--- config.mk ---
export PLATFORM = sky130hd
export DESIGN_NAME = rf_32
export DESIGN_NICKNAME = d
export VERILOG_FILES = /design/src/rtl/rf_32.sv
export SDC_FILE = /design/constraint.sdc
export NUM_CORES = 2
export LEC_CHECK = 0
export CAP_MARGIN = 0
export CORE_UTILIZATION = 41
export CTS_CLUSTER_SIZE = 16
export DETAILED_ROUTE_END_ITERATION = 7
export GPL_TIMING_DRIVEN = 0
export PLACE_DENSITY_LB_ADDON = 0.25
export SYNTH_ARGS = -nofsm -noshare
export SYNTH_HDL_FRONTEND = slang
export SYNTH_SLANG_ARGS = --single-unit
--- constraint.sdc ---
create_clock -name clock -period 1.2 [get_ports clock]
set_clock_uncertainty 0.15 [all_clocks]
set_input_delay 0.18 -clock clock [delete_from_list [all_inputs] [get_ports clock]]
set_output_delay 0.18 -clock clock [all_outputs]
set_load 0.01 [all_outputs]
--- src/rtl/rf_32.sv ---
// rf_32: 32x32 MIPS register file, two registered read ports, one write port.
// Define RF_WRITE_BYPASS_EN for write-first forwarding on same-edge collisions.
module rf_32 #(
    parameter int DATA_WIDTH = 32,
    parameter int ADDR_WIDTH = 5
) (
    input  logic                  clock,
    input  logic                  reset_n,
    input  logic                  read_enabled,
    input  logic [ADDR_WIDTH-1:0] read_addr_s,
    input  logic [ADDR_WIDTH-1:0] read_addr_t,
    input  logic                  write_enabled,
    input  logic [ADDR_WIDTH-1:0] write_addr,
    input  logic [DATA_WIDTH-1:0] write_data,
    output logic [DATA_WIDTH-1:0] outA,
    output logic [DATA_WIDTH-1:0] outB
);

    localparam int DEPTH = 2 ** ADDR_WIDTH;

    logic [DATA_WIDTH-1:0] register_file [0:DEPTH-1];
    logic                  wr_hit;
    logic [DATA_WIDTH-1:0] rd_a;
    logic [DATA_WIDTH-1:0] rd_b;

    // Writes to r0 never land, so r0 keeps its reset value of zero.
    assign wr_hit = write_enabled && (write_addr != '0);

    always_ff @(posedge clock or negedge reset_n) begin
        if (!reset_n) begin
            for (int i = 0; i < DEPTH; i++) begin
                register_file[i] <= '0;
            end
        end else if (wr_hit) begin
            register_file[write_addr] <= write_data;
        end
    end

    always_comb begin
        rd_a = register_file[read_addr_s];
        rd_b = register_file[read_addr_t];
`ifdef RF_WRITE_BYPASS_EN
        if (wr_hit && (write_addr == read_addr_s)) begin
            rd_a = write_data;
        end
        if (wr_hit && (write_addr == read_addr_t)) begin
            rd_b = write_data;
        end
`endif
    end

    always_ff @(posedge clock or negedge reset_n) begin
        if (!reset_n) begin
            outA <= '0;
            outB <= '0;
        end else if (read_enabled) begin
            outA <= rd_a;
            outB <= rd_b;
        end
    end

endmodule

Word level (Yosys, flattened, before mapping). Index checks and enable logic that the tools add are counted.

Logic and storage cells: 53. Output and inout bits: 64. Input bits: 51. Flip-flop bits (word level): 1088.

Reductions and logical operators: 3. Bitwise gates (word level): 3. Muxes and demuxes: 9. $lt $le $gt $ge: 4.

Operator list (count): $bwmux 1024 (1); $bmux 32 s5 (2); $demux 32 s5 (1); $mux 32 (5); $ge 6x6->1 const B (3); $not 5->6 (3); $lt 6x1->1 const B (1); $reduce_bool 5->1 (1); $logic_and 1x1->1 (2).

Depth between registers and ports, before layout.
Depth in word-level cells: 6. Gate-level depth with buffers: 8. Mapped depth without buffers: 5.

Worst setup path before layout. Ideal clock, no wire load.

Path kind: input to register. From: input write_addr[0]. To: register register_file[613] in the netlist's numbering. Buffers on the path: 1. Setup time: 0.125 ns. Arrival: 1.454 ns. Required time: 0.925 ns. Path slack: -0.528 ns. Stages: 4. Cell sequence: or3b_2 -> nor2_4 -> buf_6 -> mux2_2.

Longest elaborated chain between the ends: 6. Elaborated cells between the ends (all ways): 9. Those cells by class: order compare: 2; mux: 3; bitwise: 1; reduce/logical: 3.

Ends and longest elaborated chain: from (decl) (RTL line 13) `input logic [ADDR_WIDTH-1:0] write_addr,`; $not 5->6 (not written as such) (RTL line 35) `register_file[write_addr] <= write_data;`; $ge 6x6->1 (not written as such) / $lt 6x1->1 (equally long branches) (RTL line 35); $logic_and 1x1->1 (not written as such) (RTL line 35); $mux 32 (not written as such) (RTL line 35); $demux 32 s5 (RTL line 35); $bwmux 1024 (RTL line 35); to (signal, indexed assignment) (RTL line 35); to (decl) (RTL line 21) `logic [DATA_WIDTH-1:0] register_file [0:DEPTH-1];`.

Several ways; a longest one is shown, not always the timed one. A chain may end at the register's enable or synchronous reset.

Worst setup path in the final report.
From: register register_file[991] in the netlist's numbering. To: register outA[31].

Longest elaborated chain between the ends: 3.

Ends and longest elaborated chain: $bmux 32 s5 (RTL line 40) `rd_a = register_file[read_addr_s];`; $mux 32 (not written as such) (2 in series) (RTL line 40); to (signal assigned) (RTL line 57) `outA <= rd_a;`; to (decl) (RTL line 15) `output logic [DATA_WIDTH-1:0] outA,`.

No other way between the ends. The select of a mux whose other input is x is not followed.

==> flow_summary.ini <==
[drt]
wire_per_inst_um = 36.6
ant_nets = 0
drt-initial-drc-count = 5030
drc = 0
viasPerCell = 6.47
firstDrtPassIters = 5
wl_um = 251000
via_count = 44300

[critical_path]
critPathLaunchType = flop
worstSetupEndpointType = flop
cp.required_ns = 1.80
slowest_delay_ns = 0.61
crit_family = simple AND/OR/NAND/NOR gates
crit_buf_inv = 0
crit_start = register_file[991]
crit_chain = mux2i_1 -> a22oi_1 -> a21oi_2 -> nor4_4 -> mux2_4
r2r_start = register_file[991]
critPathSlowestCell = nor4_4
path_class = reg2reg
worst_ep_arrival_time_ns = 2.54
crit_fanout = 3

[place]
preCtsSetupSlack_ns = -2.97
place_congestion = 0.931
io_buffers = 111
dpl.hpwl_um = 161000
dp_cells = 6540
placedInstanceArea_um2 = 62800

[synth]
syn_inst = 4544
ys_warn_count = 0
yosysSeqAreaShare_pct = 47.1
syn_area_um2 = 57800
syn_avg_cell_area_um2 = 12.7
synth_top_area_cell = dfrtp_1
synth.net_count = 4595
synth.distinct_cells = 27
ys_seq_elements = 1088
yosysTopAreaCellShare_pct = 47.1
synthTopCellsByArea = dfrtp_1, mux2_2, mux2i_1

[floorplanning]
start_util_pct = 41.4
die_w_um = 377
io_pins = 115
die_area_um2 = 142000
die-height_um = 377
core_area_um2 = 140000
row_count = 137

[layout]
multiInputGateArea_um2 = 30900
layout_commonest_cell = dfrtp_1
areaGrowthSynthToFinish_pct = 23.5
nFillCells = 12000
fin_nets = 4931
fin_area_um2 = 71400
mostFrequentLayoutCells = dfrtp_1, mux2i_1, mux2_2
utilization_pct = 51.1
fin_cells = 6849
ff_latch_area_um2 = 27200
drive_gt1_share_pct = 42.5

[outcome]
outcome = finished, violations left
violations = hold timing, setup timing

[timing]
worst_pin_slew_ns = 0.996
finalSetupTns_ns = -58.70
final-hold-violation-count = 579
whs_ns = -0.815
fmax_mhz = 514
slew_headroom_pct = 33.6
slew_violations = 0
period_share_pct = 162
worst_slack_ns = -0.744
fin_crit_ns = 1.94
setup_viol = 234
rsz0062_at_grt = yes

[grt]
antenna_found_initial = 0
grt_max_degree = 163
first_global_vias = 43800
grt_pass1_wl_um = 343000
track_usage_pct = 34.5
overflow = 0

[power]
irDropWorstVdd_uv = 1260
powerDensity_nw_per_um2 = 1590
leakagePower_nw = 32.6
p_total_mw = 113

[clocking]
cts_tree = built
path_clk_slew_ns = 0.07
numCtsBuffers = 119
cts_buffer_depth = 3
ctsHoldBuffers = 4
cts-root-buf = clkbuf_16
clk_latency_ns = 0.81
cts_sinks = 1088
cts_max_level = 3

[min_path]
hold_class = in2async

[job]
maxCapViolations = 0
cell usage after synthesis:
cell         n
mux2_1       9
nand3b_1     4
nand2b_1     4
nor4_1      64
or2_2        3
a21oi_1    256
and2_1       2
a22oi_1    512
nor3_1       1
and3b_1      1
nor3b_1      4
buf_4       94
mux2i_1   1024
nor2_1      15
or3b_2       1
clkbuf_4     2
nor2_4       4
nand3_1      2
buf_6       35
nand2_1     18
clkbuf_1   225
nor2b_1      4
buf_1       36
buf_2       88
and3_1       1
mux2_2    1047
dfrtp_1   1088
path summary, 6_finish.rpt:
path / to / slack (ns) / cells after the start
setup / recovery: outA[31] / -0.74 / 5
hold / removal: outA[13] / -0.82 / 1
setup reg to reg: outA[31] / -0.74 / 5
hold reg to reg: register_file[997] / 0.33 / 1
max in group asynchronous: register_file[989] / 0.28 / 2
min in group clock: register_file[991] / -0.16 / 4
worst reg2reg max path, cell delays in order (launching register included):
cell and delay (ns):
dfrtp_1 0.39, mux2i_1 0.10, a22oi_1 0.23, a21oi_2 0.13, nor4_4 0.61, mux2_4 0.27
registers in the layout (all words and copies together) (netlist names):
name	flops
register_file	1024
outA	32
outB	32
logic make-up after synthesis:
logic type	count (synthesis)	share of synthesized area [%]
buf+inv	480	4.39
simple gates	128	1.30
mux	2080	38.3
compound gates	768	8.87
flops	1088	47.1
power breakdown:
part / internal, mW / leakage (nW) / switching [mW]
Clock: 21.9 / 1.97 / 16.7
Combinational: 13.1 / 16.8 / 12.6
Sequential: 43.7 / 13.9 / 5.35
metal layers:
layer	global-route usage [%]	share of wire, %	wire, um
met1	44.4	40	99700
met2	49.9	42	106000
met3	10.8	11	26900
met4	22.3	7.0	17700
met5	0.583	0.045	113
area by class of cell:
type	count	area share (%)
multi-input combinational	2976	43.2
buffer	478	6.76
antenna	1	0.00351
clock inverter	46	0.863
timing repair buffer	217	2.96
clock buffer	167	4.73
sequential	1088	38.2
tap	1876	3.29
timing repair:
item                                    in CTS  in global routing
endpoints found under the hold margin      599                278
endpoints found under the setup margin    1404               1116
pin swaps                                  186                156
buffers inserted                            52                 36
cloned                                       1                  5
resized for setup                         1117                210
Note: power is estimated with default switching activity, not from simulation.
